--- src/rtl/mpr_bus_pkg.sv ---
// Shared types and constants for the MPR bus master: FSM states, widths and
// the default I/O page boundary.
package mpr_bus_pkg;

    localparam int MPR_COUNT = 8;
    localparam int SEL_W     = $clog2(MPR_COUNT);
    localparam int PAGE_BITS = 13;
    localparam int PHYS_W    = 21;
    localparam int LOG_W     = 16;

    localparam logic [PHYS_W-1:0] IO_PAGE_BASE_DEFAULT = 21'h1F0000;

    typedef enum logic [1:0] {
        ST_IDLE,
        ST_ACCESS,
        ST_WAIT,
        ST_DATA
    } bus_state_t;

    // Physical address is a plain concatenation: page register above the offset.
    function automatic logic [PHYS_W-1:0] make_phys(input logic [7:0]           page,
                                                    input logic [PAGE_BITS-1:0] offset);
        return {page, offset};
    endfunction

endpackage

--- src/rtl/mpr_file.sv ---
// Eight 8-bit MPR page registers: synchronous write, combinational read-back
// port and a second combinational port used for address translation.
module mpr_file
    import mpr_bus_pkg::*;
#(
    parameter logic [7:0] RESET_VALUE = 8'h00
) (
    input  logic             clk,
    input  logic             rst_n,
    input  logic             we,
    input  logic [SEL_W-1:0] sel,
    input  logic [7:0]       wdata,
    output logic [7:0]       rdata,
    input  logic [SEL_W-1:0] page_idx,
    output logic [7:0]       page
);

    logic [7:0] regs [MPR_COUNT];

    // NOTE: this small array is architecturally visible state with a defined
    // reset value, so it is reset like any flop; non-blocking keeps the write
    // invisible to same-cycle translation.
    always_ff @(posedge clk or negedge rst_n) begin
        if (!rst_n) begin
            for (int i = 0; i < MPR_COUNT; i++) regs[i] <= RESET_VALUE;
        end else if (we) begin
            regs[sel] <= wdata;
        end
    end

    assign rdata = regs[sel];
    assign page  = regs[page_idx];

endmodule

--- src/rtl/mpr_bus_master.sv ---
// CPU-side bus initiator: MPR address translation, single-cycle memory strobes
// and I/O-page filtering. Define MPR_BUS_WAIT_EN to add the slow_mode wait state.
module mpr_bus_master
    import mpr_bus_pkg::*;
#(
    parameter logic [PHYS_W-1:0] IO_PAGE_BASE  = IO_PAGE_BASE_DEFAULT,
    parameter logic [7:0]        IO_READ_VALUE = 8'hFF,
    parameter logic [7:0]        MPR_RESET     = 8'h00
) (
    input  logic              clk,
    input  logic              rst_n,
`ifdef MPR_BUS_WAIT_EN
    input  logic              slow_mode,
`endif
    input  logic              req_valid,
    output logic              req_ready,
    input  logic              req_we,
    input  logic [LOG_W-1:0]  req_addr,
    input  logic [7:0]        req_wdata,
    output logic              rsp_valid,
    output logic [7:0]        rsp_rdata,
    input  logic              mpr_we,
    input  logic [SEL_W-1:0]  mpr_sel,
    input  logic [7:0]        mpr_wdata,
    output logic [7:0]        mpr_rdata,
    output logic [PHYS_W-1:0] mem_addr,
    output logic [7:0]        mem_dout,
    input  logic [7:0]        mem_din,
    output logic              mem_re,
    output logic              mem_we,
    output logic              io_access
);

    bus_state_t state, state_nxt;
    logic       op_we;
    logic [7:0] page;
    logic       accept;
    logic       is_io;
    logic [7:0] rd_src;

    mpr_file #(.RESET_VALUE(MPR_RESET)) u_mpr_file (
        .clk      (clk),
        .rst_n    (rst_n),
        .we       (mpr_we),
        .sel      (mpr_sel),
        .wdata    (mpr_wdata),
        .rdata    (mpr_rdata),
        .page_idx (req_addr[LOG_W-1:PAGE_BITS]),
        .page     (page)
    );

    assign accept = (state == ST_IDLE) && req_valid;
    assign is_io  = (mem_addr >= IO_PAGE_BASE);

`ifdef MPR_BUS_WAIT_EN
    logic       slow;
    logic [7:0] rd_hold;

    // Memory data is only guaranteed for one edge after the strobe, so a
    // waited access keeps its own copy for the delayed response.
    always_ff @(posedge clk or negedge rst_n) begin
        if (!rst_n) begin
            slow    <= 1'b0;
            rd_hold <= 8'h00;
        end else begin
            if (accept)             slow    <= slow_mode;
            if (state == ST_WAIT)   rd_hold <= mem_din;
        end
    end

    assign rd_src = slow ? rd_hold : mem_din;
`else
    assign rd_src = mem_din;
`endif

    always_ff @(posedge clk or negedge rst_n) begin
        if (!rst_n) begin
            state    <= ST_IDLE;
            mem_addr <= '0;
            mem_dout <= 8'h00;
            op_we    <= 1'b0;
        end else begin
            state <= state_nxt;
            if (accept) begin
                mem_addr <= make_phys(page, req_addr[PAGE_BITS-1:0]);
                mem_dout <= req_wdata;
                op_we    <= req_we;
            end
        end
    end

    // NOTE: every output gets a default before the case so no path can infer a latch.
    always_comb begin
        state_nxt = state;
        req_ready = 1'b0;
        mem_re    = 1'b0;
        mem_we    = 1'b0;
        io_access = 1'b0;
        rsp_valid = 1'b0;
        rsp_rdata = 8'h00;
        unique case (state)
            ST_IDLE: begin
                req_ready = 1'b1;
                if (req_valid) state_nxt = ST_ACCESS;
            end
            ST_ACCESS: begin
                if (is_io) begin
                    io_access = 1'b1;
                end else begin
                    mem_re = !op_we;
                    mem_we = op_we;
                end
`ifdef MPR_BUS_WAIT_EN
                state_nxt = slow ? ST_WAIT : ST_DATA;
`else
                state_nxt = ST_DATA;
`endif
            end
            ST_WAIT: state_nxt = ST_DATA;
            ST_DATA: begin
                rsp_valid = 1'b1;
                if (!op_we) rsp_rdata = is_io ? IO_READ_VALUE : rd_src;
                state_nxt = ST_IDLE;
            end
            default: state_nxt = ST_IDLE;
        endcase
    end

endmodule

--- config.mk ---
export PLATFORM = sky130hd
export DESIGN_NAME = mpr_bus_master
export DESIGN_NICKNAME = d
export VERILOG_FILES = /design/src/rtl/mpr_bus_pkg.sv /design/src/rtl/mpr_file.sv /design/src/rtl/mpr_bus_master.sv
export SDC_FILE = /design/constraint.sdc
export NUM_CORES = 1
export LEC_CHECK = 0
export ABC_AREA = 1
export BUFFER_PORTS_ARGS = -buffer_cell sky130_fd_sc_hd__buf_2
export CAP_MARGIN = 20
export CORE_ASPECT_RATIO = 0.9
export CORE_MARGIN = 3
export CORE_UTILIZATION = 54
export DETAILED_ROUTE_END_ITERATION = 10
export GPL_ROUTABILITY_DRIVEN = 0
export PLACE_DENSITY_LB_ADDON = 0.12
export SLEW_MARGIN = 10
export SYNTH_ARGS = -nofsm -noshare
export SYNTH_HDL_FRONTEND = slang
export SYNTH_SLANG_ARGS = --single-unit
--- constraint.sdc ---
create_clock -name clk -period 3 [get_ports clk]
set_clock_uncertainty 0.15 [all_clocks]
set_input_delay 0.45 -clock clk [delete_from_list [all_inputs] [get_ports clk]]
set_output_delay 0.45 -clock clk [all_outputs]
set_load 0.05 [all_outputs]
==> summary.md, run 1 <==
| Metric | Value |
|---|---|
| Timing-limited maximum frequency | 408 MHz |
| Maximum VDD drop | 0.591 mV |
| Leading cell types by total area after synthesis | dfrtp_1 48%, nand2_1 20%, inv_1 6.1% |
| Element type at the critical path end | output pin |
| Power per cell area | 831 nW/µm² |
| Count of buffers added by post-CTS timing repair for setup | 0 |
| CTS tree | done |
| Count of synthesis-stage warnings from yosys | 0 |
| Layout filler cell count | 776 |
| Overall routing resource usage | 27.5% |
| Mean instance size in the synthesized netlist | 7.17 µm² |
| Via count of the first global-routing pass | 4628 |
| Required time reported for the critical path endpoint | 2.40 ns |
| Setup TNS Final | 0 ns |
| First-pass GRT wire length | 22.9 mm |
| Final nets | 836 |
| Detailed Routing Iterations Pass 1 | 5 |
| Number of buffers created by CTS | 9 |
| Diodes inserted | 0 |
| Total Die Area | 10400 µm² |
| Final critical delay including setup and external delays | 2.45 ns |
| Netlist cell types | 24 |
| Async S/R FF share, synth | 100% |
| Horizontal die dimension | 107 µm |
| Number of design rule violations left after detail routing | 0 |
| Avg Vias per Cell | 5.32 |
| Number of pins with negative max-slew slack in the final report | 0 |
| Die height | 97.3 µm |
| Class of the most critical setup path | input pin to output pin |
| Cell at the root of the clock tree | clkbuf_8 |
| Worst Hold Class | input pin to flop |
| Critical path startpoint category | input pin |
| Cell Rows | 32 |
| Arrival time at the worst endpoint | 1.85 ns |
| Final hold violations | 0 |
| Number of placed I/O pins | 98 |
| Register bit total from synthesis | 96 |
| Number of cells produced by synthesis | 697 |
| Core Util, Final | 65.6% |
| Combined area of all synthesized cells | 5000 µm² |
| H-tree depth | 3 |
| Estimated wirelength of the detail-placed design | 10.0 mm |
| Average wire per standard cell | 15.2 µm |
| Number of setup violations in the final report | 0 |
| Post-synth top area cell | dfrtp_1 |
| Total clock sinks | 96 |
| Final period util | 81.7% |
| Maximum count of clock buffers along a single path | 2 |
| Count of nets left with antenna violations after detail routing | 0 |
| Most common flop cell mapped by yosys | dfrtp_1 |
| Top cell type's share of synthesized area | 48.1% |
| Initial cell density of the core | 57.0% |
| Area of the core region | 8770 µm² |
| Max-cap viol count | 0 |
| Normalized max-slew margin | 59.6% |
| Post-synth EDFFs | 0 |
| Standard cell area after detailed placement | 5550 µm² |
| Maximum number of pins on one net before global-route repair | 53 |
| Fraction of layout instances using a drive strength above 1 | 17.7% |
| Final global-route overflow total | 0 |
| Initial antenna violation count | 0 |
| Unrepaired setup endpoints after global routing | false |
| Clock Latency Late Sink | 0.37 ns |
| Most frequent cells after synthesis | 269 x nand2_1, 96 x dfrtp_1, 81 x inv_1 |
| Seq/Total Area, Yosys | 48.1% |
| Final instance area | 5750 µm² |
| Via count of the routed design | 4834 |
| Initial detailed-routing violation count | 415 |
| Clock slew seen by the registers of the worst setup and hold paths | 0.11 ns |
| Measured slew at the worst slew-check pin | 0.605 ns |
| Area grow syn2layout | 15.1% |
| Total Wirelength | 13.8 mm |
| Synth Net Count | 749 |
| Most frequent cell after synthesis | nand2_1 |
| Peak fanout along the critical path | 25 |
| Leakage | 3.20 nW |
| Port bufs | 97 |
| Run status | finished clean |
## sequential cells by signal, summed over array words and instances, names as in the netlist
name / count
state: 2
mem_dout: 8
op_we: 1
mem_addr: 21
u_mpr_file.regs: 64
## cell families after synthesis
group / share of synthesized area [%]
flip-flops: 48.1
AO/OA/AOI/OAI: 9.06
adder cells (fa/ha/maj): 1.00
AND/OR/NAND/NOR: 32.3
buffers and inverters: 9.51
## what timing repair did
item	CTS	global route
endpoints found under the hold margin	44	0
hold buffers	1	0
gates resized for setup	0	0
## final timing paths
kind	startpoint	end	slack, ns	depth (start not counted)
max	mpr_sel[0]	mpr_rdata[2]	0.55	7
max in group asynchronous	rst_n	mem_dout[5]	1.55	3
min reg2reg	mem_dout[1]	mem_dout[1]	0.34	2
max reg2reg	state[1]	op_we	0.95	7
min	req_addr[10]	mem_addr[10]	0.11	3
min in group asynchronous	rst_n	u_mpr_file.regs[30]	0.47	2
## worst max-delay path: stages
cell     delay (ns)
buf_2          0.38
inv_2          0.24
nand2_1        0.20
inv_1          0.12
nand2_1        0.08
nand4_1        0.12
buf_2          0.24
## placed cells by master, fill, tap and decap left out
| master | n |
|---|---|
| nand4_1 | 4 |
| buf_2 | 96 |
| nor2_4 | 1 |
| inv_2 | 6 |
| nor2_1 | 36 |
| nor3_1 | 9 |
| inv_1 | 81 |
| o21ai_0 | 49 |
| or2_2 | 1 |
| clkinvlp_4 | 3 |
| nand2_1 | 269 |
| o21ai_1 | 29 |
| nand3_1 | 59 |
| dlygate4sd3_1 | 1 |
| a21oi_1 | 8 |
| clkinv_4 | 1 |
| clkbuf_8 | 9 |
| ha_1 | 4 |
| buf_4 | 7 |
| dfrtp_1 | 96 |
| inv_6 | 1 |
| nor2_8 | 1 |
| nand2_2 | 9 |
| clkinv_1 | 1 |
| o211ai_1 | 3 |
| nor2_2 | 2 |
| buf_12 | 1 |
| inv_8 | 2 |
## layer usage
| layer | vias up | wire [µm] | part of all wire, % | global-route usage, % |
|---|---|---|---|---|
| met1 | 2246 | 6000 | 43 | 39.3 |
| met2 | 225 | 6230 | 45 | 42.7 |
| met3 | 27 | 1330 | 9.6 | 5.78 |
| li1 | 2336 | - | - | - |
| met4 | 0 | 268 | 1.9 | 7.86 |
| met5 | - | 0 | 0 | 0 |
## final cells by class
class	count	area (µm²)	share of cell area [%]
sequential	96	2400	41.8
multi-input combinational	484	2120	36.9
timing repair buffer	105	563	9.79
inverter	88	330	5.74
tap	119	149	2.59
clock buffer	9	124	2.15
clock inverter	7	62.6	1.09
## where the power goes
part | leakage (nW) | switching [W] | total (W) | internal (W)
sequential | 1.20 | 0.000236 | 0.00189 | 0.00165
clock | 0.0859 | 0.000496 | 0.000813 | 0.000317
combinational | 1.92 | 0.00157 | 0.00208 | 0.000503
## through the flow
step,setup WS (ns),power [W],cells,hold slack (ns)
finish,0.549,0.00478,908,0.110
CTS,0.589,0.00480,908,0.102
detailed placement,0.600,0.00398,891,0.311
floorplan,0.472,0.00344,697,0.00441
global route,0.381,0.00507,908,0.100
global placement,0.653,0.00393,891,0.307
No activity file was read; power rests on OpenSTA's default activity.
==> run 2: changes to the inputs <==
--- a/config.mk
+++ b/config.mk
@@ -10,7 +10,7 @@
 export CAP_MARGIN = 20
 export CORE_ASPECT_RATIO = 0.9
 export CORE_MARGIN = 3
-export CORE_UTILIZATION = 54
+export CORE_UTILIZATION = 50
 export DETAILED_ROUTE_END_ITERATION = 10
 export GPL_ROUTABILITY_DRIVEN = 0
 export PLACE_DENSITY_LB_ADDON = 0.12
==> constraint.sdc (replaced) <==
create_clock -name clk -period 2.25 [get_ports clk]
set_clock_uncertainty 0.15 [all_clocks]
set_input_delay 0.3375 -clock clk [delete_from_list [all_inputs] [get_ports clk]]
set_output_delay 0.3375 -clock clk [all_outputs]
set_load 0.05 [all_outputs]
==> run 2 against run 1 <==
Sequential share of layout area is 0.95 points lower. Global-route usage is 2.5 points lower. Wire length is 0.98% lower. Non-clock buffer count is 8 higher. Critical path type is now flop to output pin. Largest cell class unchanged.
==> summary.md, run 2 (synthesized netlist as in run 1, its figures left out) <==
| Metric | Value |
|---|---|
| Run status | finished clean |
| Leakage | 3.25 nW |
| Maximum count of clock buffers along a single path | 2 |
| Area of the core region | 9410 µm² |
| Port bufs | 97 |
| Total Die Area | 11200 µm² |
| Count of cells along the worst hold path | 3 |
| Max reg flops | 64 |
| Clock Latency Late Sink | 0.36 ns |
| Cell Rows | 33 |
| Initial antenna violation count | 0 |
| Worst slack on hold paths | 0.0153 ns |
| Final global-route overflow total | 0 |
| Element type at the critical path end | output pin |
| Via count of the first global-routing pass | 4602 |
| First-pass GRT wire length | 22.6 mm |
| Peak fanout along the critical path | 10 |
| Combinational Power Share | 43.4% |
| Clock network fraction of design power | 17.9% |
| Depth of the worst register-to-register path | 7 |
| Most frequent cells in the layout | 268 x nand2_1, 96 x buf_2, 96 x dfrtp_1 |
| Number of buffers created by CTS | 9 |
| Number of design rule violations left after detail routing | 0 |
| Setup TNS Final | 0 ns |
| Register-to-register path setup slack | 0.45 ns |
| Timing-limited maximum frequency | 488 MHz |
| Via count of the routed design | 4814 |
| Count of buffers added by post-CTS timing repair for setup | 0 |
| Class of the most critical setup path | flop to output pin |
| Total clock sinks | 96 |
| Overall routing resource usage | 25.1% |
| Clock slew seen by the registers of the worst setup and hold paths | 0.10 ns |
| Internal power of the cells | 0.00344 W |
| Area grow syn2layout | 17.8% |
| Normalized max-slew margin | 63.9% |
| Number of placed I/O pins | 98 |
| Initial detailed-routing violation count | 414 |
| Initial cell density of the core | 53.1% |
| Origin of the critical flop-to-flop path | state[1] |
| Final instance area | 5880 µm² |
| Final nets | 844 |
| Fraction of layout instances using a drive strength above 1 | 18.3% |
| R2R Path End | mem_addr[6] |
| Avg Vias per Cell | 5.24 |
| Power per cell area | 1100 nW/µm² |
| Number of standard cells in the layout, taps in and fillers out | 918 |
| Reg power frac | 38.8% |
| Cell at the root of the clock tree | clkbuf_8 |
| Estimated wirelength of the detail-placed design | 9.52 mm |
| Final critical delay including setup and external delays | 2.05 ns |
| H-tree depth | 3 |
| Series of cell instances along the critical path | nand3_1, nor2_4, nor2_1, nor2_2, buf_2 |
| Net Sw Power | 0.00301 W |
| End of the worst hold path | mem_dout[4] |
| Max-cap viol count | 0 |
| Number of instances in the placed design | 894 |
| Final hold violations | 0 |
| Crit path max-delay cell type | dfrtp_1 |
| CTS tree | done |
| Critical path startpoint category | flop |
| Biggest registers after layout | u_mpr_file.regs: 64 flops, mem_addr: 21 flops, mem_dout: 8 flops |
| Standard cell area after detailed placement | 5580 µm² |
| Required time reported for the critical path endpoint | 1.76 ns |
| Measured slew at the worst slew-check pin | 0.541 ns |
| Arrival time at the worst endpoint | 1.56 ns |
| Final period util | 91.0% |
| Die height | 101 µm |
| Reg with most FFs | u_mpr_file.regs |
| Diodes inserted | 0 |
| Total Wirelength | 13.7 mm |
| Horizontal die dimension | 111 µm |
| Most frequent standard cell in the layout excluding fill and tap cells | nand2_1 |
| CP max stage delay | 0.38 ns |
| Average wire per standard cell | 14.9 µm |
| Unrepaired setup endpoints after global routing | false |
| Detailed Routing Iterations Pass 1 | 5 |
| Startpoint of the most critical hold path | req_wdata[4] |
| Maximum VDD drop | 0.700 mV |
| Number of pins with negative max-slew slack in the final report | 0 |
| Maximum number of pins on one net before global-route repair | 97 |
| Count of nets left with antenna violations after detail routing | 0 |
| Switching fraction of total power | 46.7% |
| Overall power | 0.00646 W |
| Number of setup violations in the final report | 0 |
| Worst Hold Class | input pin to flop |
==> run 2: area by class of cell <==
type                            instances  area, µm²
Clock buffer                           10        138
Clock inverter                          5       63.8
Fill cell                             881       3530
Inverter                               88        330
Multi-Input combinational cell        484       2140
Sequential cell                        96       2400
Tap cell                              122        153
Timing Repair Buffer                  113        656
==> run 2: routing by layer <==
metal	vias up	global-route usage (%)	wire length (µm)
met3	23	6.30	1100
met1	2225	34.4	6050
met4	0	7.86	191
met2	214	39.6	6350
li1	2352	-	-
met5	-	0	0
==> run 2: metrics by stage <==
step           utilization [%]  setup slack, ns
2_1_floorplan                -           -0.165
3_3_place_gp              59.3            0.268
3_5_place_dp              59.3            0.248
4_1_cts                   62.4           0.0475
5_1_grt                   62.5           0.0342
6_report                  62.5            0.202
==> run 2: critical path, delay by kind of cell (launching register included) <==
family | cells | cell delay [ns]
AND/OR/NAND/NOR | 4 | 0.56
buffers and inverters | 1 | 0.26
flip-flops | 1 | 0.38
==> run 2: power groups by stage <==
stage	Combinational, W	Clock (W)	Sequential [W]
after floorplan	0.00130	0	0.00330
after global placement	0.00273	0	0.00251
after detailed placement	0.00278	0	0.00253
after CTS	0.00280	0.00118	0.00250
after global routing	0.00305	0.00126	0.00256
final	0.00280	0.00115	0.00250
==> run 2: what timing repair did <==
item	4_1_cts	5_1_grt
hold endpoints to repair	104	0
gates resized for setup	1	2
endpoints found under the setup margin	8	8
hold buffers	9	0
==> run 2: worst max-delay path by stage <==
stage                     depth (start not counted)  slack (ns)    startpoint      endpoint
final                                             5        0.20  mem_addr[20]  rsp_rdata[1]
after global routing                              5        0.03  mem_addr[20]  rsp_rdata[7]
after CTS                                         5        0.05  mem_addr[20]  rsp_rdata[1]
after detailed placement                          7        0.25    mpr_sel[1]  mpr_rdata[0]
after global placement                            7        0.27    mpr_sel[1]  mpr_rdata[3]
after floorplan                                   3       -0.17  mem_addr[18]        mem_re
